**src/rtl/ip_merge.sv**
```systemverilog
// ip_merge: packet-atomic merge of TCP and UDP word streams into one registered IP stream
// Ports:
//   clk, reset (asynchronous, active-low)
//   tcp_data_in/valid/last -> tcp_data_ready : TCP source stream
//   udp_data_in/valid/last -> udp_data_ready : UDP source stream
//   ip_data_out/valid/last <- ip_data_ready  : registered merged output stream
//   tcp_pkt_cnt, udp_pkt_cnt                 : 16-bit packet counters, present only with IP_MERGE_PKT_CNT_EN
module ip_merge #(
    parameter int DATA_WIDTH = 32
) (
    input  logic                  clk,
    input  logic                  reset,
    input  logic [DATA_WIDTH-1:0] tcp_data_in,
    input  logic                  tcp_data_valid,
    input  logic                  tcp_data_last,
    output logic                  tcp_data_ready,
    input  logic [DATA_WIDTH-1:0] udp_data_in,
    input  logic                  udp_data_valid,
    input  logic                  udp_data_last,
    output logic                  udp_data_ready,
    output logic [DATA_WIDTH-1:0] ip_data_out,
    output logic                  ip_data_valid,
    output logic                  ip_data_last,
    input  logic                  ip_data_ready
`ifdef IP_MERGE_PKT_CNT_EN
    ,
    output logic [15:0]           tcp_pkt_cnt,
    output logic [15:0]           udp_pkt_cnt
`endif
);
    typedef enum logic [1:0] {IDLE, TCP_PKT, UDP_PKT} state_t;
    state_t state, next_state;
    logic last_served, free, tcp_sel, udp_sel, tcp_acc, udp_acc;
    always_ff @(posedge clk or negedge reset) begin
        if (!reset) state <= IDLE;
        else state <= next_state;
    end
    // last_served: 0 = TCP, 1 = UDP; on a tie in IDLE the other source wins
    always_comb begin
        free           = !ip_data_valid || ip_data_ready;
        tcp_sel        = (state == TCP_PKT) ||
                         (state == IDLE && tcp_data_valid && (!udp_data_valid || last_served));
        udp_sel        = (state == UDP_PKT) ||
                         (state == IDLE && udp_data_valid && (!tcp_data_valid || !last_served));
        tcp_data_ready = free && tcp_sel;
        udp_data_ready = free && udp_sel;
        tcp_acc        = tcp_data_ready && tcp_data_valid;
        udp_acc        = udp_data_ready && udp_data_valid;
        next_state     = tcp_acc ? (tcp_data_last ? IDLE : TCP_PKT) :
                         udp_acc ? (udp_data_last ? IDLE : UDP_PKT) : state;
    end
    always_ff @(posedge clk or negedge reset) begin
        if (!reset) begin
            ip_data_out   <= '0;
            ip_data_valid <= 1'b0;
            ip_data_last  <= 1'b0;
            last_served   <= 1'b1;
        end else begin
            if (tcp_acc || udp_acc) begin
                ip_data_out   <= tcp_acc ? tcp_data_in : udp_data_in;
                ip_data_last  <= tcp_acc ? tcp_data_last : udp_data_last;
                ip_data_valid <= 1'b1;
            end else if (ip_data_ready) begin
                ip_data_valid <= 1'b0;
            end
            if ((tcp_acc && tcp_data_last) || (udp_acc && udp_data_last)) last_served <= udp_acc;
        end
    end
`ifdef IP_MERGE_PKT_CNT_EN
    always_ff @(posedge clk or negedge reset) begin
        if (!reset) begin
            tcp_pkt_cnt <= '0;
            udp_pkt_cnt <= '0;
        end else begin
            if (tcp_acc && tcp_data_last) tcp_pkt_cnt <= tcp_pkt_cnt + 16'd1;
            if (udp_acc && udp_data_last) udp_pkt_cnt <= udp_pkt_cnt + 16'd1;
        end
    end
`endif
endmodule

```
**config.mk**
```make
export PLATFORM = sky130hd
export DESIGN_NAME = ip_merge
export DESIGN_NICKNAME = d
export VERILOG_FILES = /design/src/rtl/ip_merge.sv
export SDC_FILE = /design/constraint.sdc
export NUM_CORES = 1
export LEC_CHECK = 0
export ABC_AREA = 1
export ABC_CLOCK_PERIOD_IN_PS = 1700
export CAP_MARGIN = 20
export CORE_MARGIN = 3
export CORE_UTILIZATION = 34
export DETAILED_ROUTE_END_ITERATION = 16
export GPL_TIMING_DRIVEN = 0
export PLACE_DENSITY = 0.7
export SKIP_CTS_REPAIR_TIMING = 1
export SKIP_LAST_GASP = 1
export SLEW_MARGIN = 10
export SYNTH_ARGS = -nofsm -noshare
export SYNTH_HDL_FRONTEND = slang
export SYNTH_SLANG_ARGS = --single-unit
```
**constraint.sdc**
```tcl
create_clock -name clk -period 1.7 [get_ports clk]
set_clock_uncertainty 0.15 [all_clocks]
set_input_delay 0.17 -clock clk [delete_from_list [all_inputs] [get_ports clk]]
set_output_delay 0.17 -clock clk [all_outputs]
set_load 0.1 [all_outputs]
```
==> results.json <==
{
  "outcome": "finished with violations",
  "violations": "negative setup slack",
  "die_w_microns": 86.02,
  "cts_inserted_buffers": 5,
  "post-route-util_pct": 55.82,
  "synthCells": 311,
  "vias": 2371,
  "synth_area_leaders": "dfrtp_1 41%, nand2_1 18%, inv_1 12%, nand4_1 9.2%, nand3_1 8.5%",
  "drt.antenna.violating_nets": 0,
  "rows": 28,
  "start_util_pct": 35.92,
  "synth_area_per_cell_sq_um": 7.000,
  "r2r_start": "ip_data_valid",
  "top_usage_layer": "met2",
  "rsz0062_at_grt": "true",
  "worstPathMaxFanout": 4,
  "place_congestion": 0.8194,
  "first_iter_violations": 109,
  "wl_per_cell_microns": 13.23,
  "root_buffer": "clkbuf_8",
  "synth_seq_area_share_pct": 42.59,
  "maxCapViolCount": 0,
  "first_pass_iters": 5,
  "drc_errors": 0,
  "final_cell_mix": "101 x nand2_1, 70 x inv_1, 68 x clkdlybuf4s50_1, 39 x clkbuf_2, 36 x nand3_1",
  "hold_end": "ip_data_out[1]",
  "worst_slack_ns": -0.06409,
  "port_buffers": 105,
  "core_sq_um": 6061,
  "final_common_cell": "nand2_1",
  "synth_area_leader_cell": "dfrtp_1",
  "grt_pass1_vias": 2261,
  "finalSetupViolations": 30,
  "yosys.area.top_type_share_pct": 41.38,
  "worstPathArrival_ns": 1.44,
  "grt_antenna_before_repair": 0,
  "slowest_stage": "dfrtp_4",
  "cts_tree": "built",
  "grt_max_degree": 21,
  "cts.clk_slew.worst_paths_ns": 0.07,
  "max_freq_mhz": 566.9,
  "grtUsageMet2_pct": 28.45,
  "drive_gt1_share_pct": 18.65,
  "crit_family": "flip-flops",
  "ios": 107,
  "dp_hpwl_microns": 4843,
  "fin_crit_sh_pct": 103.8,
  "r2r_cells": 8,
  "gr-usage-all-layers_pct": 17.76,
  "grt.overflow.total": 0,
  "met3_usage_pct": 5.187,
  "worst-setup-path-type": "flip-flop to primary output",
  "num_antenna_cells": 0,
  "gr-usage-met1_pct": 22.79,
  "reg2reg_slack_ns": -0.03,
  "htreeDepth": 2,
  "clock_path_buffers": 2,
  "syn_to_final_growth_pct": 55.40,
  "r2r-end": "ip_data_out[18]",
  "hp-class": "input pin to flip-flop",
  "tightest_slew_ns": 0.5691,
  "min_delay_path_depth": 4,
  "routed_wl_microns": 6669,
  "holdCritStartpoint": "tcp_data_valid",
  "fillers": 593,
  "ys_types": 21,
  "synth_edf_count": 0,
  "report.final.slew_viol_count": 0,
  "finalHoldWorstSlack_ns": 0.1474,
  "slowest_delay_ns": 0.51,
  "async_reset_ff_share_pct": 100.0,
  "synth_nets": 382,
  "path_cells": "a21oi_4, nand2_2, clkinvlp_4, buf_6",
  "nets": 499,
  "clkSinkCount": 37,
  "die_h_microns": 86.02,
  "crit_path_end_kind": "primary output",
  "ys_ff_latch": 37,
  "slew_headroom_pct": 62.22,
  "finalWorstPathRequiredPeriod_ns": 1.764,
  "cp.depth": 4,
  "synth-main-ff-cell": "dfrtp_1",
  "clk-insertion-delay-late_ns": 0.28,
  "final_hold_viol_count": 0,
  "critPathRequiredTime_ns": 1.38,
  "netlist_area_sq_um": 2177,
  "startpoint_type": "flip-flop",
  "die-area_sq_um": 7399,
  "viasPerCell": 4.704,
  "timing.critical_path.buf_inv": 2,
  "grt_pass1_wl_microns": 10480,
  "yosysWarnings": 0
}
## cells in the mapped netlist (2+ instances only)
master and count:
o21ai_0 2, inv_1 71, buf_6 3, buf_1 2, buf_4 4, clkbuf_1 7
buf_2 3, dfrtp_1 36, nand3_1 37, nand4_1 32, nand2_1 104
## area by class of cell
| cell class | count | area, sq um | area share, % |
|---|---|---|---|
| Timing Repair Buffer | 110 | 959.7 | 28.37 |
| Sequential cell | 37 | 930.9 | 27.51 |
| Multi-Input combinational cell | 183 | 904.6 | 26.74 |
| Inverter | 72 | 279.0 | 8.247 |
| Buffer | 19 | 132.6 | 3.920 |
| Tap cell | 75 | 93.84 | 2.774 |
| Clock buffer | 6 | 72.57 | 2.145 |
| Clock inverter | 2 | 10.01 | 0.2959 |
## state kept, by name, indices dropped and copies added, names as in the netlist
signal and count:
ip_data_out 32, state 2, ip_data_last 1, ip_data_valid 1, last_served 1
## per-stage QoR
step | instance area [sq um] | instances | worst slack, ns | setup TNS, ns
final | 3383 | 504 | -0.06409 | -0.6016
after global routing | 3383 | 504 | -0.1476 | -3.069
after CTS | 3445 | 500 | -1.034 | -18.44
after detailed placement | 3362 | 492 | -0.9593 | -14.84
after global placement | 3339 | 491 | -0.9584 | -37.11
after floorplan | 2195 | 311 | -0.1416 | -0.2760
## kinds of logic (layout without fill, tap and decap cells)
group / after synthesis / count (layout) / share of synthesized area, %
AOI/OAI and AO/OA: 4 / 4 / 1.437
buffers and inverters: 91 / 209 / 17.70
DFF: 37 / 37 / 42.59
and+or+nand+nor: 179 / 179 / 38.28
## per-layer routing
layer	wire length, microns	vias up
li1	-	1191
met2	3005	98
met5	0	-
met1	3066	1070
met4	110	0
met3	487	12
## worst min-delay path, cell delays in order
cell and delay (ns):
buf_4 0.16, nand4_1 0.09, nand3_1 0.08, nand2_1 0.06
## how the worst max path moves through the flow
stage               slack, ns             end           start
CTS                     -1.03  tcp_data_ready   ip_data_valid
detailed placement      -0.96  tcp_data_ready   ip_data_ready
global route            -0.15  tcp_data_ready  udp_data_valid
floorplan               -0.14    ip_data_last   ip_data_valid
finish                  -0.06  tcp_data_ready   ip_data_valid
global placement        -0.96  tcp_data_ready   ip_data_ready
Power is left out: the tool's default activity adds up to more than one toggle a clock period on the data nets, which glitch-free logic cannot reach.
